[src/rtl/uart_tx_fifo_pkg.sv]
// Shared definitions for the UART transmit FIFO: send-FSM state encodings.
package uart_tx_fifo_pkg;

    typedef enum logic [1:0] {
        ST_IDLE   = 2'd0,
        ST_LOAD   = 2'd1,
        ST_STROBE = 2'd2,
        ST_SETTLE = 2'd3
    } tx_state_e;

endpackage

[src/rtl/generic_ram.sv]
// Simple dual-port RAM: one write port, one registered read port (one clk latency).
module generic_ram #(
    parameter int unsigned DATA_WIDTH = 8,
    parameter int unsigned ADDR_WIDTH = 4
) (
    input  logic                  clk,
    input  logic                  wr_en,
    input  logic [ADDR_WIDTH-1:0] wr_addr,
    input  logic [DATA_WIDTH-1:0] wr_data,
    input  logic                  rd_en,
    input  logic [ADDR_WIDTH-1:0] rd_addr,
    output logic [DATA_WIDTH-1:0] rd_data
);

    logic [DATA_WIDTH-1:0] mem [2**ADDR_WIDTH];

    always_ff @(posedge clk) begin
        if (wr_en) begin
            mem[wr_addr] <= wr_data;
        end
        if (rd_en) begin
            rd_data <= mem[rd_addr];
        end
    end

endmodule

[src/rtl/uart_tx_fifo.sv]
// Transmit FIFO feeding uart_tx: valid/ready write side, baud-paced send FSM,
// selectable backpressure or drop-with-count overflow handling.
module uart_tx_fifo
    import uart_tx_fifo_pkg::*;
#(
    parameter int unsigned DATA_WIDTH   = 8,
    parameter int unsigned ADDR_WIDTH   = 4,
    parameter bit          DROP_ON_FULL = 1'b0,
    parameter int unsigned CNT_WIDTH    = 8
) (
    input  logic                  clk,
    input  logic                  reset,
    input  logic                  flush,
    input  logic [DATA_WIDTH-1:0] wr_data,
    input  logic                  wr_valid,
    output logic                  wr_ready,
    input  logic                  baud_x1,
    input  logic                  tx_ready,
    output logic [DATA_WIDTH-1:0] tx_data,
    output logic                  tx_strobe,
    output logic                  empty,
    output logic                  full,
    output logic [ADDR_WIDTH:0]   level,
    output logic                  overflow,
    output logic [CNT_WIDTH-1:0]  drop_count
);

    localparam logic [ADDR_WIDTH:0]  PtrOne = 1;
    localparam logic [CNT_WIDTH-1:0] CntOne = 1;

    logic [ADDR_WIDTH:0]   wptr_q, rptr_q;
    logic                  wr_en, rd_en, drop;
    logic [DATA_WIDTH-1:0] rd_data;
    tx_state_e             state_q;
    logic                  overflow_q;
    logic [CNT_WIDTH-1:0]  drop_count_q;

    // Extra wrap bit distinguishes full from empty when the low bits match.
    assign full  = (wptr_q[ADDR_WIDTH] != rptr_q[ADDR_WIDTH]) &&
                   (wptr_q[ADDR_WIDTH-1:0] == rptr_q[ADDR_WIDTH-1:0]);
    assign empty = (wptr_q == rptr_q);
    assign level = wptr_q - rptr_q;

    assign wr_ready = DROP_ON_FULL ? 1'b1 : !full;
    assign wr_en    = wr_valid && !full && !flush;
    assign drop     = DROP_ON_FULL && wr_valid && full && !flush;
    assign rd_en    = (state_q == ST_IDLE) && baud_x1 && !empty && tx_ready && !flush;

    assign overflow   = overflow_q;
    assign drop_count = drop_count_q;

    always_ff @(posedge clk) begin
        if (reset) begin
            wptr_q <= '0;
            rptr_q <= '0;
        end else begin
            if (wr_en) begin
                wptr_q <= wptr_q + PtrOne;
            end
            if (flush) begin
                rptr_q <= wptr_q;
            end else if (rd_en) begin
                rptr_q <= rptr_q + PtrOne;
            end
        end
    end

    always_ff @(posedge clk) begin
        if (reset) begin
            overflow_q   <= 1'b0;
            drop_count_q <= '0;
        end else if (drop) begin
            overflow_q <= 1'b1;
            if (drop_count_q != '1) begin
                drop_count_q <= drop_count_q + CntOne;
            end
        end
    end

    generic_ram #(
        .DATA_WIDTH (DATA_WIDTH),
        .ADDR_WIDTH (ADDR_WIDTH)
    ) u_ram (
        .clk     (clk),
        .wr_en   (wr_en),
        .wr_addr (wptr_q[ADDR_WIDTH-1:0]),
        .wr_data (wr_data),
        .rd_en   (rd_en),
        .rd_addr (rptr_q[ADDR_WIDTH-1:0]),
        .rd_data (rd_data)
    );

    // SETTLE waits an extra baud tick so uart_tx has dropped tx_ready before IDLE samples it.
    always_ff @(posedge clk) begin
        if (reset) begin
            state_q   <= ST_IDLE;
            tx_data   <= '0;
            tx_strobe <= 1'b0;
        end else begin
            unique case (state_q)
                ST_IDLE: begin
                    if (rd_en) begin
                        state_q <= ST_LOAD;
                    end
                end
                ST_LOAD: begin
                    tx_data   <= rd_data;
                    tx_strobe <= 1'b1;
                    state_q   <= ST_STROBE;
                end
                ST_STROBE: begin
                    if (baud_x1) begin
                        tx_strobe <= 1'b0;
                        state_q   <= ST_SETTLE;
                    end
                end
                ST_SETTLE: begin
                    if (baud_x1) begin
                        state_q <= ST_IDLE;
                    end
                end
                default: state_q <= ST_IDLE;
            endcase
        end
    end

endmodule

[config.mk]
export PLATFORM = sky130hd
export DESIGN_NAME = uart_tx_fifo
export DESIGN_NICKNAME = d
export VERILOG_FILES = /design/src/rtl/uart_tx_fifo_pkg.sv /design/src/rtl/generic_ram.sv /design/src/rtl/uart_tx_fifo.sv
export SDC_FILE = /design/constraint.sdc
export NUM_CORES = 1
export LEC_CHECK = 0
export CAP_MARGIN = 20
export CORE_AREA = 2 2 124 126
export CTS_CLUSTER_DIAMETER = 30
export CTS_CLUSTER_SIZE = 24
export DETAILED_ROUTE_END_ITERATION = 8
export DIE_AREA = 0 0 126 128
export GPL_TIMING_DRIVEN = 0
export PLACE_DENSITY = 0.73
export SETUP_SLACK_MARGIN = 0.3
export SKIP_LAST_GASP = 1
export SLEW_MARGIN = 20
export SYNTH_ARGS = -nofsm -noshare
export SYNTH_HDL_FRONTEND = slang
export SYNTH_HIERARCHICAL = 1
export SYNTH_SLANG_ARGS = --single-unit
export TNS_END_PERCENT = 50
[constraint.sdc]
create_clock -name clk -period 4.05 [get_ports clk]
set_input_delay 0.6075 -clock clk [delete_from_list [all_inputs] [get_ports clk]]
set_output_delay 0.6075 -clock clk [all_outputs]
set_load 0.01 [all_outputs]
==> out/results.txt, run 1 <==
status -> finished, final reports clean
VDD IR max -> 388 uV
post-route antenna net violation count -> 0
max cap viols -> 0
Multi-input gate area -> 1850 um^2
cell count after synthesis -> 379
worst clock skew -> 0.0120 ns
Skew-Pair Late Insertion Delay -> 0.42 ns
Max Clock Freq -> 281 MHz
Die Width -> 126 um
initial detailed-routing violation count -> 400
first-pass GRT wire length -> 19800 um
Post-CTS Resized -> 0
GRT Util Overall -> 16.8%
vias per inst -> 5.42
CP Buf/Inv Count -> 3
WP data required -> 4.08 ns
num rows -> 45
yosys warns -> 6
IO buf count -> 30
Nets -> 462
Residual DRC -> 0
crit-path max cell delay -> 0.68 ns
synthesized cell area -> 6540 um^2
Post-synth EDFFs -> 136
simple-gate portion of the synthesized area -> 5.32%
main combinational cell family by area after synthesis -> multiplexers
CTS sink count -> 157
Synth Area in XOR/XNOR -> 1.59%
PwrDens -> 501 nW/um^2
final setup fails -> 0
core area -> 14900 um^2
CP Launch Type -> flip-flop
CTS Buf Count -> 17
Routed WL -> 12600 um
commonest non-fill, non-tap cell in the layout -> edfxtp_1
mux cell area share after synthesis -> 13.5%
CP max-delay cell -> nor2_1
clk root buf -> clkbuf_16
Main synth FF type -> edfxtp_1
register clock-pin slew on the reported worst setup and hold paths -> 0.06 ns
worst slew pin tran -> 0.864 ns
initial antenna violation count -> 0
max-slew violation count -> 0
antenna cells -> 0
critical path, cell by cell -> inv_1 -> ha_1 -> and4_1 -> buf_2 -> a21o_1 -> inv_1 -> or3b_2 -> nor2_1
Area Growth Syn to Fin -> 17.9%
Post-DP Area -> 7120 um^2
initial core utilization -> 44.0%
proportion of layout cells with a drive suffix above 1 -> 16.3%
RSZ-0062 raised after global routing -> false
Hold Crit Class -> reg2reg
Post-Synth Adder-Cell Area -> 2.41%
vias in the first global route -> 3486
Distinct cells, synth -> 46
relative slew slack -> 42.2%
Hold Fails Final Rpt -> 0
Power Total -> 0.00386 W
vias after detailed routing -> 3448
critical path's top delay family -> simple AND/OR/NAND/NOR gates
post-DP HPWL -> 8370 um
final instance area -> 7700 um^2
Non-Filler Instances -> 636
Die Ht -> 128 um
Critical Path Fanout Max -> 10
Min Hold Slack -> 0.484 ns
sequential-to-total area share from yosys stat -> 68.9%
gr ovfl total -> 0
Lkg Pwr -> 2.60 nW
CTS Buffer Depth -> 2
CTS tree -> built
Final min period -> 3.56 ns
die area -> 16100 um^2
commonest non-fill, non-tap cells in the layout -> edfxtp_1 (136), clkdlybuf4s50_1 (30), nor2_1 (28), dfxtp_1 (21), mux4_2 (18)
routability cong. -> 0.765
CP Capture Type -> flip-flop
final period utilization -> 87.8%
WS Path Type -> reg2reg
Top cell by count, worst path -> inv_1
pin count of the biggest net entering global routing -> 17
asr flop ratio synth -> 0%
dpl cells -> 605
fill count -> 1204
H-tree levels -> 4
complex-gate fraction of the synthesized area -> 4.56%
flops & latches, synth -> 157
post-CTS setup buffers -> 0
First-pass DRT Iterations -> 4
CTS Hold Buffers Added -> 0
Seq. cell area -> 4500 um^2
Ports -> 40
CP arrival -> 3.59 ns
Syn Area/Cell -> 17.2 um^2
wire per inst -> 19.8 um
Fin Setup TNS -> 0 ns
==> stage by stage <==
step / setup WS [ns] / util [%]
after global routing: 0.356 / 51.8
after CTS: 0.536 / 51.8
final: 0.494 / 51.8
after global placement: 0.369 / 47.8
after floorplan: 1.03 / -
after detailed placement: 0.576 / 47.9
==> worst reg2reg max path, stage by stage (launching register included) <==
cell     delay (ns)
dfxtp_1        0.61
inv_1          0.19
ha_1           0.37
and4_1         0.21
buf_2          0.17
a21o_1         0.25
inv_1          0.17
or3b_2         0.52
nor2_1         0.68
==> Yosys cell counts (3+ instances only) <==
cell             count  share of area, %
nand2b_1             6              0.57
buf_4               10               1.1
o21a_1               3              0.34
buf_6                3              0.52
a21oi_1              9              0.69
inv_1               17              0.98
edfxtp_1           136                62
nor2_1              28               1.6
nand4_1              3              0.29
nor3_1               6              0.46
xnor2_1              8               1.1
nand2_1             14              0.80
mux4_2              18               6.2
a22oi_1             16               1.8
a21o_1               3              0.34
ha_1                11               2.1
mux2i_1             11               1.7
clkbuf_1             3              0.17
clkdlybuf4s25_2      3              0.46
dfxtp_1             21               6.4
mux4_1              14               5.6
nand3_1              4              0.31
buf_2                4              0.31
==> flip-flops by register name, indices dropped and copies added, names as in the netlist <==
name / count
wptr_q: 5
u_ram/rd_data: 8
tx_strobe: 1
rptr_q: 5
state_q: 2
u_ram/mem: 128
tx_data: 8
==> report_power, final <==
group          switching, W  leakage, nW  internal (W)
Sequential        0.0000376         1.40       0.00181
Clock              0.000593        0.281      0.000960
Combinational      0.000237        0.922      0.000228
Total              0.000868         2.60       0.00299
==> area by class of cell <==
class / instances / share of cell area [%]
Sequential cell: 157 / 58.5
Multi-Input combinational cell: 189 / 24.0
Clock buffer: 19 / 5.62
Timing Repair Buffer: 30 / 3.90
Tap cell: 188 / 3.05
Buffer: 24 / 2.26
Clock inverter: 12 / 1.88
Inverter: 17 / 0.828
==> cells by family after synthesis <==
kind of cell | Yosys count
AO/OA/AOI/OAI | 41
XOR/XNOR | 11
adder cells (fa/ha/maj) | 12
buffers and inverters | 41
flip-flops | 157
multiplexers | 43
other | 1
AND/OR/NAND/NOR | 73
==> worst paths after layout <==
kind | startpoint | end | slack, ns | depth (start not counted)
max reg2reg | wptr_q[0] | u_ram/mem[2][3] | 0.49 | 8
min | u_ram/rd_data[0] | tx_data[0] | 0.48 | 2
min reg2reg | u_ram/rd_data[0] | tx_data[0] | 0.48 | 2
max | wptr_q[0] | u_ram/mem[2][3] | 0.49 | 8
==> metal layers <==
metal / global-route usage (%) / vias to the layer above / share of wire, %
li1: - / 1580 / -
met1: 22.2 / 1742 / 43
met2: 27.4 / 116 / 50
met3: 3.84 / 10 / 6.4
met4: 6.01 / 0 / 1.5
met5: 0 / - / 0
Power figures use the tool's default switching activity.
==> run 2, diff against run 1 <==
--- a/config.mk
+++ b/config.mk
@@ -6,11 +6,11 @@
 export NUM_CORES = 1
 export LEC_CHECK = 0
 export CAP_MARGIN = 20
-export CORE_AREA = 2 2 124 126
+export CORE_AREA = 2 2 123 125
 export CTS_CLUSTER_DIAMETER = 30
 export CTS_CLUSTER_SIZE = 24
 export DETAILED_ROUTE_END_ITERATION = 8
-export DIE_AREA = 0 0 126 128
+export DIE_AREA = 0 0 125 127
 export GPL_TIMING_DRIVEN = 0
 export PLACE_DENSITY = 0.73
 export SETUP_SLACK_MARGIN = 0.3
@@ -18,6 +18,5 @@
 export SLEW_MARGIN = 20
 export SYNTH_ARGS = -nofsm -noshare
 export SYNTH_HDL_FRONTEND = slang
-export SYNTH_HIERARCHICAL = 1
 export SYNTH_SLANG_ARGS = --single-unit
 export TNS_END_PERCENT = 50
==> run 2 against run 1 <==
  * First-iteration DRC count shrank 0.25%
  * Worst hold slack gained 0.0024 ns
  * Sequential share of layout area grew 0.60 points
  * Maximum frequency grew 0.23%
  * Total power grew 4.0%
  * Flip-flop and latch count is the same
  * Die area shrank 1.6%
  * Count of clock-buffer cells in the layout shrank 1
  * Clock skew shrank 0.0036 ns
  * Wire length grew 2.0%
  * Cell count shrank 1.9%
  * Critical endpoint is now u_ram.mem[10][1]
  * Largest cell class unchanged
  * Largest power group unchanged
==> out/results.txt, run 2 <==
status -> finished, final reports clean
yosys warns -> 0 (-6)
CP max-delay cell -> nor2_1
max cap viols -> 0 (unchanged)
Final min period -> 3.55 ns (-0.00832 ns)
Max Clock Freq -> 282 MHz (+0.23%)
CP Launch Type -> flip-flop
Die Ht -> 127 um (-0.78%)
die area -> 15900 um^2 (-1.6%)
vias per inst -> 5.51 (+1.6%)
Die Width -> 125 um (-0.79%)
CTS Buffer Depth -> 2 (unchanged)
final core utilization -> 52.9% (+1.0 points)
clk root buf -> clkbuf_16
Power Total -> 0.00402 W (+4.0%)
initial detailed-routing violation count -> 399 (-0.25%)
Lkg Pwr -> 2.54 nW (-2.4%)
fill count -> 1123 (-6.7%)
initial core utilization -> 44.5% (+0.48 points)
IO buf count -> 29 (-3.3%)
CTS sink count -> 157 (unchanged)
wire per inst -> 20.6 um (+4.0%)
critical path's top delay family -> simple AND/OR/NAND/NOR gates
flops & latches, synth -> 157 (unchanged)
most common cell in the netlist -> edfxtp_1
WS Path Type -> reg2reg
Ports -> 40 (unchanged)
sequential-to-total area share from yosys stat -> 70.2% (+1.3 points)
Syn Area/Cell -> 17.3 um^2 (+0.22%)
Main synth FF type -> edfxtp_1
Yosys top cell area share -> 63.7% (+1.2 points)
post-DP HPWL -> 8480 um (+1.2%)
Top reg by flops -> u_ram.mem
CP Capture Type -> flip-flop
antenna cells -> 0 (unchanged)
commonest cells in the netlist -> edfxtp_1 (136), mux4_2 (32), nor2_1 (32)
Distinct cells, synth -> 39 (-15%)
CP arrival -> 3.60 ns (about the same)
Post-synth EDFFs -> 136 (unchanged)
core area -> 14400 um^2 (-3.0%)
critical path, cell by cell -> clkbuf_2 -> clkbuf_4 -> inv_1 -> ha_1 -> and4_1 -> a21oi_1 -> nand2_1 -> nor2_1
vias after detailed routing -> 3438 (-0.29%)
crit-path max cell delay -> 0.70 ns (+0.02 ns)
register clock-pin slew on the reported worst setup and hold paths -> 0.06 ns (about the same)
asr flop ratio synth -> 0% (unchanged)
Min Hold Slack -> 0.486 ns (+0.00242 ns)
Area Growth Syn to Fin -> 18.9%
H-tree levels -> 4 (unchanged)
cell count after synthesis -> 371 (-2.1%)
final instance area -> 7630 um^2 (-1.0%)
Hold Crit Class -> reg2reg
synthesized cell area -> 6410 um^2 (-1.9%)
First-pass DRT Iterations -> 5 (+1)
RSZ-0062 raised after global routing -> false
biggest registers after layout -> u_ram.mem (128), tx_data (8), u_ram.rd_data (8)
CP Buf/Inv Count -> 3 (unchanged)
Routed WL -> 12900 um (+2.0%)
CTS tree -> built
post-CTS setup buffers -> 0 (unchanged)
Hold Fails Final Rpt -> 0 (unchanged)
max-slew violation count -> 0 (unchanged)
proportion of layout cells with a drive suffix above 1 -> 20.0% (+3.7 points)
final setup fails -> 0 (unchanged)
WP data required -> 4.10 ns (+0.02 ns)
final period utilization -> 87.6% (-0.21 points)
commonest non-fill, non-tap cell in the layout -> edfxtp_1
GRT Util Overall -> 17.0% (+0.22 points)
r2r setup slk -> 0.50 ns (about the same)
PwrDens -> 527 nW/um^2 (+5.1%)
first-pass GRT wire length -> 20000 um (+1.1%)
commonest non-fill, non-tap cells in the layout -> edfxtp_1 (136), mux4_2 (32), nor2_1 (32), clkdlybuf4s50_1 (29), dfxtp_1 (21)
worst clock skew -> 0.00836 ns (-0.00364 ns)
Yosys top cell by area -> edfxtp_1
Post-DP Area -> 6980 um^2 (-2.0%)
Nets -> 456 (-1.3%)
initial antenna violation count -> 0 (unchanged)
Seq. cell area -> 4500 um^2 (unchanged)
Multi-input gate area -> 1780 um^2 (-3.7%)
Skew-Pair Late Insertion Delay -> 0.42 ns (about the same)
Critical Path Fanout Max -> 10 (unchanged)
Residual DRC -> 0 (unchanged)
post-route antenna net violation count -> 0 (unchanged)
VDD IR max -> 374 uV (-3.4%)
Synth area leaders -> edfxtp_1 (64%), mux4_2 (11%), dfxtp_1 (6.6%), ha_1 (2.7%), a22oi_1 (1.9%)
gr ovfl total -> 0 (unchanged)
CTS Buf Count -> 17 (unchanged)
num rows -> 44 (-2.2%)
max reg flops -> 128 (unchanged)
relative slew slack -> 46.4% (+4.2 points)
vias in the first global route -> 3480 (-0.17%)
worst slew pin tran -> 0.801 ns (-0.0627 ns)
routability cong. -> 0.803 (+5.0%)
pin count of the biggest net entering global routing -> 17 (unchanged)
## run 2: worst paths after layout
| kind | start | to | cells past startpoint |
|---|---|---|---|
| setup / recovery | rptr_q[1] | u_ram.mem[10][1] | 8 |
| setup reg to reg | rptr_q[1] | u_ram.mem[10][1] | 8 |
| hold reg to reg | u_ram.rd_data[0] | tx_data[0] | 2 |
| hold / removal | u_ram.rd_data[0] | tx_data[0] | 2 |
## run 2: cell families (layout without fill, tap and decap cells)
group,after synthesis,in the layout,synth area share (%)
AO/OA/AOI/OAI,45,45,5.35
XOR/XNOR,10,10,1.48
adder cells (fa/ha/maj),15,15,3.04
buffers and inverters,37,98,2.77
flip-flops,157,157,70.2
multiplexers,41,41,12.6
other,1,9,0.0585
AND/OR/NAND/NOR,65,65,4.41
## run 2: metal layers
metal  track usage [%]  wire length (um)
met5                 0                 0
met2              26.7              6080
met1              23.3              5510
met3              4.52              1020
met4              5.88               235
## run 2: area by class of cell
class | count | share of cell area [%]
buffer | 23 | 1.71
clock buffer | 18 | 5.63
clock inverter | 14 | 2.74
inverter | 14 | 0.689
multi-input combinational | 185 | 23.3
sequential | 157 | 59.1
tap | 184 | 3.02
timing repair buffer | 29 | 3.81
## run 2: where the power goes
| group | internal, W | switching [W] |
|---|---|---|
| combinational | 0.000221 | 0.000247 |
| clock | 0.00105 | 0.000667 |
| sequential | 0.00181 | 0.0000285 |
| total | 0.00307 | 0.000943 |
## run 2: per-stage QoR
| stage | worst slack (ns) | std cells | TNS (ns) |
|---|---|---|---|
| 2_1_floorplan | 0.958 | 379 | 0 |
| 3_3_place_gp | -0.226 | 592 | -5.34 |
| 3_5_place_dp | 0.0460 | 592 | 0 |
| 4_1_cts | 0.446 | 624 | 0 |
| 5_1_grt | 0.372 | 624 | 0 |
| 6_report | 0.502 | 624 | 0 |
## run 2: tightest hold or removal path, delay by kind of cell, from the launching register on
family | cells | cell delay, ns
muxes | 1 | 0.06
DFF | 1 | 0.32
and+or+nand+nor | 1 | 0.07
## run 2: timing repair
item                       CTS  global route
hold buffers                 0             0
resized for setup            2             1
hold endpoints to repair     0             0
setup endpoints to repair  100             1
pin swaps                    0             0
==> RTL change: new RTL, settings of run 2 <==
The parameter `DROP_ON_FULL` goes from 1'b0 to 1'b1.
--- a/src/rtl/uart_tx_fifo.sv
+++ b/src/rtl/uart_tx_fifo.sv
@@ -5,7 +5,7 @@
 #(
     parameter int unsigned DATA_WIDTH   = 8,
     parameter int unsigned ADDR_WIDTH   = 4,
-    parameter bit          DROP_ON_FULL = 1'b0,
+    parameter bit          DROP_ON_FULL = 1'b1,
     parameter int unsigned CNT_WIDTH    = 8
 ) (
     input  logic                  clk,
Behaviour: no difference found for any inputs over 10 cycles, from zero or initial values and one cycle with reset high; that may be too few to reach the edited logic, so the function may still have changed.
==> RTL change against run 2 <==
  * Worst hold slack got worse by 0.030 ns
  * Sequential power rose by 5%
  * Combinational power rose by 0.9%
  * Sequential share of layout area fell by 1.5 points
  * Area after synthesis rose by 5.8%
  * Design area rose by 6.6%
  * Power fell by 2.8%
  * Via count rose by 16%
  * Sequential cell count rose by 9
  * Wire length rose by 13%
  * Setup slack got worse by 0.18 ns
==> RTL change: results <==
export IMPL_reg2reg_depth=10
export IMPL_synthTopCellsByArea="edfxtp_1, mux4_2, dfxtp_1, ha_1, nor2_1"
export IMPL_grt_usage=0.190
export IMPL_layout_nets=514
export IMPL_cp_slowest_stage_delay_ns=0.55
export IMPL_pre_cts_slack_ns=-0.0654
export IMPL_drtIter0Drc=441
export IMPL_min_delay_worst_endpoint="overflow$_SDFFE_PP0P_"
export IMPL_worstMarginPinSlew_ns=0.963
export IMPL_grt_pass1_vias=3990
export IMPL_worstSetupPathType="reg -> out"
export IMPL_path_delay_family="buffers and inverters"
export IMPL_ff2ff_setup_slack_ns=0.44
export IMPL_dp_hpwl_um=9520
export IMPL_worst_hold_slack_ns=0.456
export IMPL_fin_cells=681
export IMPL_crit_path_top_delay_cell="clkdlybuf4s50_1"
export IMPL_run_status="completed"
export IMPL_ys_types=40
export IMPL_synth_compound_area_frac=0.0557
export IMPL_skew_ns=0.00883
export IMPL_gpl_final_weighted_congestion=0.794
export IMPL_worstPathArrival_ns=3.12
export IMPL_drive_gt1_frac=0.183
export IMPL_synthCells=421
export IMPL_reg2reg_to="u_ram.mem[0][4]$_DFFE_PP_"
export IMPL_p_leak_nw=2.60
export IMPL_hp_start="overflow$_SDFFE_PP0P_"
export IMPL_grt_pass1_wl_um=22300
-- RTL change: cell types whose count changed after synthesis, moves of 3 or more --
cell | run 2 | this run
a21oi_1 | 9 | 14
dfxtp_1 | 21 | 30
nand2_1 | 15 | 20
buf_4 | 9 | 1
nor2_1 | 32 | 40
nand3_1 | 3 | 7
or4_1 | 0 | 4
a211oi_1 | 2 | 5
-- RTL change: cell families (layout without fill, tap and decap cells) --
group | Yosys count | in the layout
and+or+nand+nor | 94 | 94
muxes | 43 | 43
other | 1 | 1
buffers and inverters | 33 | 109
xor gates and xnor gates | 12 | 12
AOI/OAI and AO/OA | 56 | 56
adders and majority gates | 16 | 16
DFF | 166 | 166
-- RTL change: worst max-delay path by stage --
| stage | to | slack [ns] | cells after the start |
|---|---|---|---|
| after CTS | level[3] | 0.34 | 8 |
| after global routing | empty | 0.15 | 7 |
| after floorplan | u_ram.mem[15][0]$_DFFE_PP_ | 0.64 | 7 |
| after global placement | u_ram.mem[15][4]$_DFFE_PP_ | -0.73 | 7 |
| final | level[3] | 0.33 | 8 |
| after detailed placement | u_ram.mem[14][4]$_DFFE_PP_ | -0.07 | 9 |
-- RTL change: metrics by stage --
step	cell area, um^2	utilization	total power [mW]
4_1_cts	8030	0.557	3.92
5_1_grt	8130	0.564	4.04
3_3_place_gp	7390	0.513	2.40
3_5_place_dp	7430	0.515	2.43
2_1_floorplan	6780	-	2.24
6_report	8130	0.564	3.91
-- RTL change: repair_timing --
action | CTS | global route
gates resized for setup | 13 | 10
setup buffers | 0 | 4
endpoints found under the setup margin | 99 | 99
pin swaps | 0 | 3
-- RTL change: cell type report --
cell class	count	share of cell area
sequential	166	0.576
multi-input combinational	222	0.256
timing repair buffer	44	0.0551
clock buffer	17	0.0523
tap	184	0.0283
clock inverter	15	0.0158
buffer	18	0.00954
inverter	15	0.00692
-- RTL change: metal layers --
layer,GRT usage,up-vias,part of all wire,routed length (um)
met1,0.244,2017,0.41,5880
met2,0.307,167,0.50,7190
li1,-,1762,-,-
met3,0.0511,33,0.070,1010
met4,0.0869,0,0.030,429
met5,0,-,0,0
-- RTL change: tightest hold or removal path, delay by kind of cell (launching register included) --
family	cells	cell delay, ns
AO/OA/AOI/OAI	1	0.05
flip-flops	1	0.31
buffers and inverters	1	0.05
-- RTL change: power by group --
group	switching, mW	total (mW)	internal, mW
Clock	0.660	1.51	0.846
Combinational	0.249	0.472	0.223
Sequential	0.0311	1.93	1.90
